[config.mk]
export PLATFORM = sky130hd
export DESIGN_NAME = order_icache_flat
export DESIGN_NICKNAME = d
export VERILOG_FILES = /design/src/rtl/order_pkg.sv /design/src/rtl/order_icache_if.sv /design/src/rtl/order_icache_store.sv /design/src/rtl/order_icache.sv /design/src/flat_wrapper.sv
export SDC_FILE = /design/constraint.sdc
export NUM_CORES = 2
export LEC_CHECK = 0
export ABC_CLOCK_PERIOD_IN_PS = 7700
export CAP_MARGIN = 20
export CORE_UTILIZATION = 50
export CTS_CLUSTER_DIAMETER = 30
export DETAILED_ROUTE_END_ITERATION = 10
export GPL_ROUTABILITY_DRIVEN = 0
export PLACE_DENSITY = 0.66
export SYNTH_ARGS = -nofsm -noshare
export SYNTH_HDL_FRONTEND = slang
export SYNTH_SLANG_ARGS = --single-unit
[constraint.sdc]
create_clock -name clk -period 7.7 [get_ports clk]
set_clock_uncertainty 0.2 [all_clocks]
set_input_delay 1.54 -clock clk [delete_from_list [all_inputs] [get_ports clk]]
set_output_delay 1.54 -clock clk [all_outputs]
set_load 0.005 [all_outputs]
[src/rtl/order_pkg.sv]
// order_pkg: shared state encoding, default geometry and address-field width helpers for order_icache
package order_pkg;
  localparam logic [0:0] IDLE = 1'b0;
  localparam logic [0:0] FILL = 1'b1;
  localparam int LINE_WORDS_D = 4;
  localparam int LINES_D = 16;
  function automatic int off_w(int line_words);
    return $clog2(line_words);
  endfunction
  function automatic int idx_w(int lines);
    return $clog2(lines);
  endfunction
  function automatic int tag_w(int line_words, int lines);
    return 30 - $clog2(line_words) - $clog2(lines);
  endfunction
endpackage

[src/rtl/order_icache_if.sv]
// order_icache_if: fetch-side read bus plus backing-memory word port of the instruction cache
interface order_icache_if;
  logic [31:0] add_bus;
  logic [31:0] data_bus;
  logic        isCplt;
  logic        flush;
  logic        mem_req;
  logic [31:0] mem_addr;
  logic        mem_ack;
  logic [31:0] mem_data;
  modport slave (
    input  add_bus, flush, mem_ack, mem_data,
    output data_bus, isCplt, mem_req, mem_addr
  );
  modport master (
    output add_bus, flush, mem_ack, mem_data,
    input  data_bus, isCplt, mem_req, mem_addr
  );
endinterface

[src/rtl/order_icache_store.sv]
// order_icache_store: valid/tag/data arrays with a combinational read port and a synchronous write port
module order_icache_store
  import order_pkg::*;
#(
  parameter int LINE_WORDS = LINE_WORDS_D,
  parameter int LINES = LINES_D,
  localparam int OFF = off_w(LINE_WORDS),
  localparam int IDX = idx_w(LINES),
  localparam int TAG = tag_w(LINE_WORDS, LINES)
) (
  input  logic           clk,
  input  logic           rst_n,
  input  logic           clr,
  input  logic [IDX-1:0] rd_idx,
  input  logic [OFF-1:0] rd_off,
  output logic           rd_valid,
  output logic [TAG-1:0] rd_tag,
  output logic [31:0]    rd_word,
  input  logic           we,
  input  logic [IDX-1:0] wr_idx,
  input  logic [OFF-1:0] wr_off,
  input  logic [31:0]    wr_word,
  input  logic           tag_we,
  input  logic [TAG-1:0] wr_tag,
  input  logic           set_valid
);
  logic [LINES-1:0] valid;
  logic [TAG-1:0]   tags [LINES];
  logic [31:0]      data [LINES][LINE_WORDS];
  assign rd_valid = valid[rd_idx];
  assign rd_tag   = tags[rd_idx];
  assign rd_word  = data[rd_idx][rd_off];
  // valid bits: cleared by reset or flush, set when a clean fill completes
  always_ff @(posedge clk or negedge rst_n)
    if (!rst_n) valid <= '0;
    else if (clr) valid <= '0;
    else if (set_valid) valid[wr_idx] <= 1'b1;
  // data and tag arrays carry no reset; a line is only trusted once its valid bit is set
  always_ff @(posedge clk) begin
    if (we) data[wr_idx][wr_off] <= wr_word;
    if (tag_we) tags[wr_idx] <= wr_tag;
  end
endmodule

[src/rtl/order_icache.sv]
// order_icache: direct-mapped instruction cache answering fetch reads, refilling whole lines on a miss
module order_icache
  import order_pkg::*;
#(
  parameter int LINE_WORDS = LINE_WORDS_D,
  parameter int LINES = LINES_D
) (
  input logic            clk,
  input logic            rst_n,
  order_icache_if.slave  bus
);
  localparam int OFF = off_w(LINE_WORDS);
  localparam int IDX = idx_w(LINES);
  localparam int TAG = tag_w(LINE_WORDS, LINES);
  logic [0:0]     state;
  logic [OFF-1:0] cnt;
  logic [29-OFF:0] base;
  logic           flush_pend;
  logic           rd_valid;
  logic [TAG-1:0] rd_tag;
  logic [31:0]    rd_word;
  logic           hit;
  logic           ack;
  logic           last;
  assign ack  = state == FILL && bus.mem_ack;
  assign last = ack && &cnt;
  assign hit  = state == IDLE && rd_valid && rd_tag == bus.add_bus[31:OFF+IDX+2] && !bus.flush;
  assign bus.isCplt   = hit;
  assign bus.data_bus = hit ? rd_word : '0;
  assign bus.mem_req  = state == FILL;
  assign bus.mem_addr = state == FILL ? {base, cnt, 2'b00} : '0;
  // miss handling: latch the line base, fetch its words in order, then return to lookup
  always_ff @(posedge clk or negedge rst_n)
    if (!rst_n) begin
      state <= IDLE;
      cnt <= '0;
      base <= '0;
      flush_pend <= 1'b0;
    end else if (state == IDLE) begin
      if (!hit) begin
        state <= FILL;
        base <= bus.add_bus[31:OFF+2];
        cnt <= '0;
      end
    end else begin
      if (bus.flush) flush_pend <= 1'b1;
      if (ack) begin
        cnt <= cnt + 1'b1;
        if (&cnt) begin
          state <= IDLE;
          flush_pend <= 1'b0;
        end
      end
    end
  order_icache_store #(.LINE_WORDS(LINE_WORDS), .LINES(LINES)) store (
    .clk(clk),
    .rst_n(rst_n),
    .clr(bus.flush),
    .rd_idx(bus.add_bus[OFF+IDX+1:OFF+2]),
    .rd_off(bus.add_bus[OFF+1:2]),
    .rd_valid(rd_valid),
    .rd_tag(rd_tag),
    .rd_word(rd_word),
    .we(ack),
    .wr_idx(base[IDX-1:0]),
    .wr_off(cnt),
    .wr_word(bus.mem_data),
    .tag_we(last),
    .wr_tag(base[29-OFF:IDX]),
    .set_valid(last && !flush_pend && !bus.flush)
  );
endmodule
[src/flat_wrapper.sv]
// flat-port wrapper written by rule: the top's interface ports become plain ports
module order_icache_flat import order_pkg::*;
#(
  parameter int LINE_WORDS = LINE_WORDS_D,
  parameter int LINES = LINES_D
)
  (clk, rst_n, bus_add_bus, bus_flush, bus_mem_ack, bus_mem_data, bus_data_bus, bus_isCplt, bus_mem_req, bus_mem_addr);
  order_icache_if bus_i ();
  input logic clk;
  input logic rst_n;
  input wire logic [$bits(bus_i.add_bus)-1:0] bus_add_bus;
  input wire logic [$bits(bus_i.flush)-1:0] bus_flush;
  input wire logic [$bits(bus_i.mem_ack)-1:0] bus_mem_ack;
  input wire logic [$bits(bus_i.mem_data)-1:0] bus_mem_data;
  output wire logic [$bits(bus_i.data_bus)-1:0] bus_data_bus;
  output wire logic [$bits(bus_i.isCplt)-1:0] bus_isCplt;
  output wire logic [$bits(bus_i.mem_req)-1:0] bus_mem_req;
  output wire logic [$bits(bus_i.mem_addr)-1:0] bus_mem_addr;
  assign bus_i.add_bus = bus_add_bus;
  assign bus_i.flush = bus_flush;
  assign bus_i.mem_ack = bus_mem_ack;
  assign bus_i.mem_data = bus_mem_data;
  assign bus_data_bus = bus_i.data_bus;
  assign bus_isCplt = bus_i.isCplt;
  assign bus_mem_req = bus_i.mem_req;
  assign bus_mem_addr = bus_i.mem_addr;
  order_icache #(.LINE_WORDS(LINE_WORDS), .LINES(LINES)) u_core (.clk(clk), .rst_n(rst_n), .bus(bus_i));
endmodule
==> results.py <==
metrics = {
    "outcome": {
        "status": "finished, final reports clean",
    },
    "setup_path": {
        "cp.arrival_ns": 5.86,
        "worst-setup-path-type": "in -> out",
        "endpoint": "bus_data_bus[11]",
        "startpoint": "bus_add_bus[4]",
        "rrSetupSlack_ns": 3.79,
        "rr_worst_depth": 4,
        "cp-start-kind": "primary input",
        "critPathMaxFanout": 52,
        "r2r-start": "u_core.bus.mem_req$_DFF_PN0_",
        "cp.required_ns": 5.96,
        "cp-end-kind": "primary output",
        "timing.rr.end": "u_core.store.data[7][118]$_DFFE_PP_",
    },
    "logic_synthesis": {
        "synth_area_um2": 95500,
        "async_flop_share_pct": 1.94,
        "synth_ff_type": "edfxtp_1",
        "synth_cells": 3929,
        "syn_avg_cell_area_um2": 24.3,
        "seq_area_frac_synth_pct": 77.7,
        "yosysWarnings": 0,
        "ys_types": 51,
        "ys_ff_latch": 2480,
        "synth-edff-count": 2432,
    },
    "job": {
        "cap_violations": 0,
    },
    "layout": {
        "drive_above_1_share_pct": 36.8,
        "layout_common_cells": "edfxtp_1 (2432), mux4_2 (736), clkbuf_16 (455), buf_4 (136), clkdlybuf4s50_1 (90)",
        "final_common_cell": "edfxtp_1",
        "nFillCells": 12584,
        "layoutNonFillerInstCount": 7345,
        "syn2layout_area_growth_pct": 21.5,
        "multi_input_area_um2": 20600,
        "final-seq-area_um2": 74200,
        "nets": 4540,
        "fin_area_um2": 116000,
    },
    "power_and_ir_drop": {
        "cellPowerDensity_nw_per_um2": 327,
        "ir_drop_mv": 0.298,
        "power.leakage_uw": 0.0374,
        "total_power_uw": 38000,
    },
    "drt": {
        "drt-initial-drc-count": 5502,
        "via_per_inst": 6.18,
        "via_count": 45379,
        "wl_per_cell_um": 32.0,
        "drt-total-wl_um": 235000,
        "drc_errors": 0,
        "postRouteAntennaNets": 0,
        "drt-pass1-iter-count": 6,
    },
    "timing": {
        "final-setup-viol-count": 0,
        "fin_setup_tns_ns": 0,
        "rsz0062_at_grt": "false",
        "relSlewSlack_pct": 21.8,
        "tightest_slew_ns": 1.17,
        "fmax_ghz": 0.132,
        "hold_slack_ns": 0.298,
        "period_minus_slack_ns": 7.60,
        "hold_viol": 0,
        "slew_viol_final": 0,
        "timing.final.crit_share_pct": 98.7,
    },
    "place": {
        "place_area_um2": 101000,
        "dp_hpwl_um": 121000,
        "dp_cells": 6514,
        "port_buffers": 129,
    },
    "clock_tree": {
        "cts_tree": "built",
        "clock_latency_ns": 0.97,
        "clockBufferDepth": 4,
        "cts.sinks": 2480,
        "cts_buffers": 448,
        "cts-htree-levels": 5,
        "root_buffer": "clkbuf_16",
        "clkTransAtPathRegs_ns": 0.05,
    },
    "die": {
        "die_w_um": 439,
        "num_io_pins": 134,
        "die_area_um2": 193000,
        "rows": 160,
        "start_util_pct": 50.3,
        "die_h_um": 439,
        "coreArea_um2": 190000,
    },
    "global_routing": {
        "track_usage_pct": 24.6,
        "grt_pass1_vias": 46425,
        "gr-total-overflow": 0,
        "grt_pass1_wl_um": 334000,
        "antenna_found_initial": 20,
        "grt_max_degree": 150,
    },
    "worst_hold_path": {
        "hp-class": "reg -> reg",
        "hold_path_depth": 2,
    },
}
## cell families (layout without fill, tap and decap cells)
logic type,after synthesis,count (layout),share of synthesized area (%)
buffers and inverters,224,1121,1.18
other,1,9,0.00393
XOR/XNOR,36,36,0.330
adder cells (fa/ha/maj),4,4,0.0524
AO/OA/AOI/OAI,93,93,0.756
multiplexers,853,853,18.7
flip-flops,2480,2480,77.7
AND/OR/NAND/NOR,238,238,1.22
## layer usage
| layer | wire length, um | track usage [%] | vias up | share of wire [%] |
|---|---|---|---|---|
| li1 | - | - | 18171 | - |
| met1 | 92900 | 34.0 | 24571 | 40 |
| met2 | 116000 | 39.3 | 2223 | 49 |
| met3 | 19600 | 5.28 | 412 | 8.4 |
| met4 | 6480 | 7.85 | 2 | 2.8 |
| met5 | 12 | 0 | - | 0.0051 |
## synthesized netlist by cell type, types with 2 or more instances
cell | number | share of area [%]
a21oi_1 | 3 | 0.016
buf_1 | 29 | 0.11
xnor2_1 | 26 | 0.24
mux2i_1 | 74 | 0.78
inv_1 | 7 | 0.028
mux2_4 | 20 | 0.31
clkbuf_1 | 56 | 0.22
a31oi_1 | 11 | 0.072
nor3_1 | 9 | 0.047
o22ai_1 | 4 | 0.026
ha_1 | 4 | 0.052
nand2b_1 | 2 | 0.013
nor2_1 | 97 | 0.38
a22oi_1 | 8 | 0.063
o211ai_1 | 3 | 0.024
xor2_1 | 10 | 0.092
o221ai_1 | 3 | 0.028
dfrtp_1 | 48 | 1.3
buf_4 | 24 | 0.19
and2_1 | 42 | 0.28
a211oi_1 | 33 | 0.26
buf_6 | 9 | 0.11
nor2b_1 | 34 | 0.22
nand4_1 | 3 | 0.020
a221oi_1 | 5 | 0.046
nand2_1 | 30 | 0.12
edfxtp_1 | 2432 | 76
a22o_1 | 3 | 0.028
mux4_2 | 736 | 17
o21ai_0 | 10 | 0.052
or3_1 | 2 | 0.013
mux2_2 | 23 | 0.27
nand3_1 | 15 | 0.079
buf_2 | 97 | 0.51
## stage by stage
stage | util [%] | worst slack (ns)
2_1_floorplan | - | 1.59
5_1_grt | 61.1 | 0.0755
4_1_cts | 60.9 | 0.0247
3_3_place_gp | 53.0 | 0.0372
6_report | 61.1 | 0.101
3_5_place_dp | 53.0 | 0.0428
## worst min-delay path by stage
stage,end,startpoint
3_3_place_gp,u_core.store.valid[9]$_DFFE_PN0P_,u_core.store.valid[9]$_DFFE_PN0P_
4_1_cts,u_core.store.valid[4]$_DFFE_PN0P_,u_core.store.valid[4]$_DFFE_PN0P_
6_report,u_core.store.valid[11]$_DFFE_PN0P_,u_core.store.valid[11]$_DFFE_PN0P_
3_5_place_dp,u_core.store.valid[9]$_DFFE_PN0P_,u_core.store.valid[9]$_DFFE_PN0P_
2_1_floorplan,u_core.store.valid[10]$_DFFE_PN0P_,u_core.store.valid[10]$_DFFE_PN0P_
5_1_grt,u_core.store.valid[4]$_DFFE_PN0P_,u_core.store.valid[4]$_DFFE_PN0P_
## final cells by class
class | instances | area share [%]
Clock inverter | 296 | 2.78
Timing Repair Buffer | 303 | 2.57
Tap cell | 2511 | 2.71
Antenna cell | 7 | 0.0151
Multi-Input combinational cell | 1226 | 17.8
Sequential cell | 2480 | 64.0
Clock buffer | 513 | 10.1
Inverter | 9 | 0.0356
## what timing repair did
item                                    CTS  global route
setup buffers                             0             0
resized for setup                         0             1
hold buffers                              0             0
endpoints found under the setup margin    0             1
## power breakdown
part / internal, uW / leakage, uW / switching, uW
clock network: 12800 / 0.00725 / 6480
registers: 15700 / 0.0225 / 435
logic: 1020 / 0.00767 / 1500
total: 29500 / 0.0374 / 8420
## sequential cells by signal, summed over array words and instances (netlist names)
register            cells
u_core.store.tags     384
u_core.store.valid     16
u_core.store.data    2048
u_core.bus.mem_req      1
u_core.base            28
u_core.flush_pend       1
u_core.cnt              2
## critical path, cell delays in order
cell,delay (ns)
buf_8,0.46
mux4_2,0.59
mux2i_1,0.16
mux2i_1,0.17
xnor2_1,0.19
nand4_1,0.25
buf_4,0.23
nor4b_4,0.28
buf_4,0.20
nand4_4,0.18
a211oi_1,0.89
clkdlybuf4s50_1,0.66
No activity file was read; power rests on OpenSTA's default activity.
